File: config.mk
export PLATFORM = sky130hd
export DESIGN_NAME = fft_butterfly_scheduler
export DESIGN_NICKNAME = d
export VERILOG_FILES = /design/src/rtl/fft_butterfly_scheduler.sv
export SDC_FILE = /design/constraint.sdc
export NUM_CORES = 1
export LEC_CHECK = 0
export CORE_MARGIN = 8
export CORE_UTILIZATION = 60
export DETAILED_ROUTE_END_ITERATION = 10
export DONT_BUFFER_PORTS = 1
export GPL_TIMING_DRIVEN = 0
export HOLD_SLACK_MARGIN = 0.1
export PLACE_DENSITY_LB_ADDON = 0.1
export RECOVER_POWER = 100
export SYNTH_ARGS = -nofsm -noshare
export SYNTH_HDL_FRONTEND = slang
export SYNTH_SLANG_ARGS = --single-unit
File: constraint.sdc
create_clock -name clk -period 9.7 [get_ports clk]
set_input_delay 1.94 -clock clk [delete_from_list [all_inputs] [get_ports clk]]
set_output_delay 1.94 -clock clk [all_outputs]
set_load 0.05 [all_outputs]
File: src/rtl/fft_butterfly_scheduler.sv
// Butterfly issue scheduler for an in-place radix-2 DIT FFT over a dual-port sample RAM.
// Issues one butterfly per non-stalled cycle and delays the addresses to form write-back strobes.
//
// state   | meaning
// --------+--------------------------------------------------------------
// S_IDLE  | waiting for start
// S_ISSUE | issuing butterflies k = 0..N/2-1 of stage s
// S_DRAIN | waiting PIPE_LAT cycles for the stage's writes to retire
// S_DONE  | one-cycle done pulse
module fft_butterfly_scheduler #(
    parameter int FFT_POINTS  = 256,
    parameter int LOG2_POINTS = 8,
    parameter int PIPE_LAT    = 2,
    localparam int SW = (LOG2_POINTS > 1) ? $clog2(LOG2_POINTS) : 1
) (
    input  logic                   clk,
    input  logic                   rst_n,
    input  logic                   start,
    input  logic                   stall,
    output logic                   busy,
    output logic                   done,
    output logic [SW-1:0]          stage_idx,
    output logic                   rd_en,
    output logic [LOG2_POINTS-1:0] rd_addr_a,
    output logic [LOG2_POINTS-1:0] rd_addr_b,
    output logic [LOG2_POINTS-2:0] tw_addr,
    output logic                   mult_en,
    output logic                   wr_en,
    output logic [LOG2_POINTS-1:0] wr_addr_a,
    output logic [LOG2_POINTS-1:0] wr_addr_b
);
    localparam int L  = LOG2_POINTS;
    localparam int KW = LOG2_POINTS - 1;
    localparam int CW = (PIPE_LAT > 1) ? $clog2(PIPE_LAT + 1) : 1;
    localparam logic [KW-1:0] K_LAST   = KW'(FFT_POINTS / 2 - 1);
    localparam logic [SW-1:0] S_LAST   = SW'(LOG2_POINTS - 1);
    localparam logic [CW-1:0] DRAIN_LD = CW'(PIPE_LAT - 1);

    typedef enum logic [1:0] {S_IDLE, S_ISSUE, S_DRAIN, S_DONE} state_t;

    state_t        state_q, state_d;
    logic [KW-1:0] k_q, k_d;
    logic [SW-1:0] s_q, s_d;
    logic [CW-1:0] cnt_q, cnt_d;
    logic          load;
    logic [L-1:0]  a_next, b_next;
    logic [KW-1:0] tw_next;

    logic          pipe_en [PIPE_LAT];
    logic [L-1:0]  pipe_a  [PIPE_LAT];
    logic [L-1:0]  pipe_b  [PIPE_LAT];

    always_comb begin
        state_d = state_q;
        k_d     = k_q;
        s_d     = s_q;
        cnt_d   = cnt_q;
        load    = 1'b0;
        rd_en   = 1'b0;
        case (state_q)
            S_IDLE: begin
                if (start) begin
                    state_d = S_ISSUE;
                    k_d     = '0;
                    s_d     = '0;
                    load    = 1'b1;
                end
            end
            S_ISSUE: begin
                if (!stall) begin
                    rd_en = 1'b1;
                    if (k_q == K_LAST) begin
                        state_d = S_DRAIN;
                        cnt_d   = DRAIN_LD;
                    end else begin
                        k_d  = k_q + KW'(1);
                        load = 1'b1;
                    end
                end
            end
            S_DRAIN: begin
                if (cnt_q == '0) begin
                    if (s_q == S_LAST) begin
                        state_d = S_DONE;
                    end else begin
                        state_d = S_ISSUE;
                        s_d     = s_q + SW'(1);
                        k_d     = '0;
                        load    = 1'b1;
                    end
                end else begin
                    cnt_d = cnt_q - CW'(1);
                end
            end
            default: state_d = S_IDLE;
        endcase
        mult_en = rd_en;
        busy    = (state_q != S_IDLE);
        done    = (state_q == S_DONE);
    end

    // Address registers hold the pending butterfly so they are valid the cycle it issues.
    always_comb begin
        logic [L-1:0] kk, j, g;
        kk      = L'(k_d);
        j       = kk & ((L'(1) << s_d) - L'(1));
        g       = kk >> s_d;
        a_next  = (g << (int'(s_d) + 1)) | j;
        b_next  = a_next | (L'(1) << s_d);
        tw_next = KW'(j << (L - 1 - int'(s_d)));
    end

    always_ff @(posedge clk or negedge rst_n) begin
        if (!rst_n) begin
            state_q   <= S_IDLE;
            k_q       <= '0;
            s_q       <= '0;
            cnt_q     <= '0;
            rd_addr_a <= '0;
            rd_addr_b <= '0;
            tw_addr   <= '0;
        end else begin
            state_q <= state_d;
            k_q     <= k_d;
            s_q     <= s_d;
            cnt_q   <= cnt_d;
            if (load) begin
                rd_addr_a <= a_next;
                rd_addr_b <= b_next;
                tw_addr   <= tw_next;
            end
        end
    end

    // Delay line shifts through stalls so in-flight writes retire on time.
    always_ff @(posedge clk or negedge rst_n) begin
        if (!rst_n) begin
            for (int i = 0; i < PIPE_LAT; i++) begin
                pipe_en[i] <= 1'b0;
                pipe_a[i]  <= '0;
                pipe_b[i]  <= '0;
            end
        end else begin
            pipe_en[0] <= rd_en;
            pipe_a[0]  <= rd_addr_a;
            pipe_b[0]  <= rd_addr_b;
            for (int i = 1; i < PIPE_LAT; i++) begin
                pipe_en[i] <= pipe_en[i-1];
                pipe_a[i]  <= pipe_a[i-1];
                pipe_b[i]  <= pipe_b[i-1];
            end
        end
    end

    assign stage_idx = s_q;
    assign wr_en     = pipe_en[PIPE_LAT-1];
    assign wr_addr_a = pipe_a[PIPE_LAT-1];
    assign wr_addr_b = pipe_b[PIPE_LAT-1];
endmodule

==> flow_summary.yaml <==
critical_path:
  rr_worst_depth: 15
  crit_type: "input pin to output port"
  crit_required_ns: 7.76
  crit_path_start_kind: "input pin"
  endpoint_kind: "output port"
  crit_fanout: 10
  critPathArrivalTime_ns: 4.42
sta:
  rsz0062_at_grt: "false"
  setup_viol_count_final: 0
  tightestPinTransition_ns: 2.13
  max_clock_freq_mhz: 157
  relSlewSlack: -0.422
  min_period_ns: 6.36
  fin_crit_sh: 0.655
  hold_violations: 0
  fin_ws_ns: 3.34
  skew_ns: 0.0128
  whs_ns: 0.339
  fin_setup_tns_ns: 0
  report.final.slew_viol_count: 4
placed_design:
  dp.cells: 442
  dp_hpwl_um: 7160
  portBuffers: 0
  gp_congestion: 0.987
  place_ws_ns: 4.35
synthesis:
  yosysMostFrequentCell: "dfrtp_1"
  synth_flop_cell: "dfrtp_1"
  ys_types: 67
  synthArstFlopShare: 1.00
  synth.avg_cell_area_um2: 9.96
  synth_cells: 367
  ys_warn_count: 0
  syn-num-nets: 381
  seq_area_frac_synth: 0.486
  yosys.area.top_type: "dfrtp_1"
  netlist_area_um2: 3650
  synth_commonest_cells: "dfrtp_1 (71), nor2_1 (31), nand2_1 (29), a21oi_1 (27), buf_4 (18)"
  synth_top_area_frac: 0.486
  synth_edf_count: 0
  yosys_register_bits: 71
  synth_area_leaders: "dfrtp_1 (49%), a21oi_1 (3.7%), buf_4 (3.7%), ha_1 (3.4%), nor2_1 (3.2%)"
layout:
  drive_gt1_frac: 0.102
  antenna_cells: 0
  utilization: 0.656
  finalNonFillerCells: 458
  n_fill_cell: 494
  syn_to_final_growth_pct: 6.23
  nets: 392
outcome:
  violations: "max-capacitance violations, max-slew violations"
  status: "finished, violations left"
cts:
  clk_latency_ns: 0.36
  postCtsSetupBuffers: 0
  cts_resized: 0
  clk_pin_slew_worst_paths_ns: 0.09
  clk_path_buf_depth: 2
  cts-buffers-inserted: 9
  postCtsHoldBufs: 0
  clock-sinks: 71
  h-tree-depth: 3
  tritoncts: "yes"
  root_buffer: "clkbuf_8"
routing:
  vias_per_cell: 6.60
  ant_nets: 0
  drt_iter0_drc: 235
  drc_errors: 0
  vias: 3021
  wl_um: 9860
  wire_per_inst_um: 21.5
  dr.pass1.iters: 5
floorplan:
  core_area_um2: 5920
  dieArea_um2: 8840
  io_pins: 51
  fp.dieW_um: 94.0
  fp.dieH_um: 94.0
  row_count: 28
  start_util: 0.617
global_route:
  grt_pass1_vias: 2932
  grt_use_total: 0.233
  grt_start_max_net_pins: 72
  antenna_found_initial: 0
  overflow: 0
  grt_pass1_wl_um: 15700
run:
  maxCapViolations: 1
min_path:
  min_delay_path_depth: 0
  min_path_type: "flop to flop"
power_and_ir_drop:
  p_per_area_nw_per_um2: 315
  max-vdd-ir-drop_uv: 240
  p_leak_nw: 1.70
## final timing paths
path | from | endpoint | slack, ns
max | stall | rd_en | 3.34
min | pipe_en[1] | wr_en | 0.34
max reg2reg | stage_idx[1] | tw_addr[5] | 5.25
min reg2reg | pipe_en[1] | wr_en | 0.34
max in group asynchronous | rst_n | stage_idx[1] | 8.30
min in group asynchronous | rst_n | stage_idx[0] | 1.27
## power by group
part | total (W) | leakage [nW] | internal (W) | switching, W
registers | 0.000576 | 0.885 | 0.000394 | 0.000182
clock network | 0.000270 | 0.108 | 0.000148 | 0.000122
logic | 0.000377 | 0.704 | 0.0000956 | 0.000282
## cell families after synthesis
kind of cell             Yosys count  synth area share
adder cells (fa/ha/maj)           10            0.0342
flip-flops                        71             0.486
AND/OR/NAND/NOR                  108             0.151
AO/OA/AOI/OAI                    117             0.222
buffers and inverters             51            0.0801
XOR/XNOR                           4           0.00958
multiplexers                       6            0.0168
## area by class of cell
class / instances / area (µm²) / area share
buffer: 36 / 160 / 0.0413
clock buffer: 9 / 124 / 0.0319
clock inverter: 7 / 104 / 0.0267
inverter: 15 / 56.3 / 0.0145
multi-input combinational: 245 / 1570 / 0.404
sequential: 71 / 1780 / 0.458
tap: 75 / 93.8 / 0.0242
## routing by layer
metal	wire, µm	GRT usage
met5	0	0
met4	293	0.0964
met3	1110	0.0775
met2	4310	0.341
met1	4160	0.307
## state kept, by name (all words and copies together) (netlist names)
register / count
wr_en: 1
pipe_a: 8
pipe_b: 8
wr_addr_b: 8
stage_idx: 3
tw_addr: 7
pipe_en: 1
k_q: 7
rd_addr_a: 8
cnt_q: 2
rd_addr_b: 8
state_q: 2
wr_addr_a: 8
## critical path, cell delays in order
cell	delay, ns
clkbuf_1	0.22
nor3b_1	1.69
clkbuf_1	0.56
## metrics by stage
step           instance area (µm²)  power [W]
5_1_grt                       3880    0.00128
3_5_place_dp                  3750   0.000989
4_1_cts                       3980    0.00126
6_report                      3880    0.00122
3_3_place_gp                  3750   0.000975
2_1_floorplan                 3650   0.000898
## cells in the final DEF, fill, tap and decap left out, types with 3 or more instances in the layout
cell       n
clkbuf_1  28
o21a_1     3
ha_1      10
o21ai_1    4
nor4_1     5
nor3_1     7
a21oi_1   27
clkbuf_8   9
o31ai_1    3
o22ai_1    6
xnor2_1    4
o21ai_0   19
a21o_1     6
o211ai_1   4
nand2b_1   4
dfrtp_1   71
inv_1     12
a211oi_1   3
nor2_1    31
a31oi_1   10
buf_2      5
nand3_1    8
a311oi_1   3
nand2_1   29
mux2i_1    5
No activity file was read; power rests on OpenSTA's default activity.
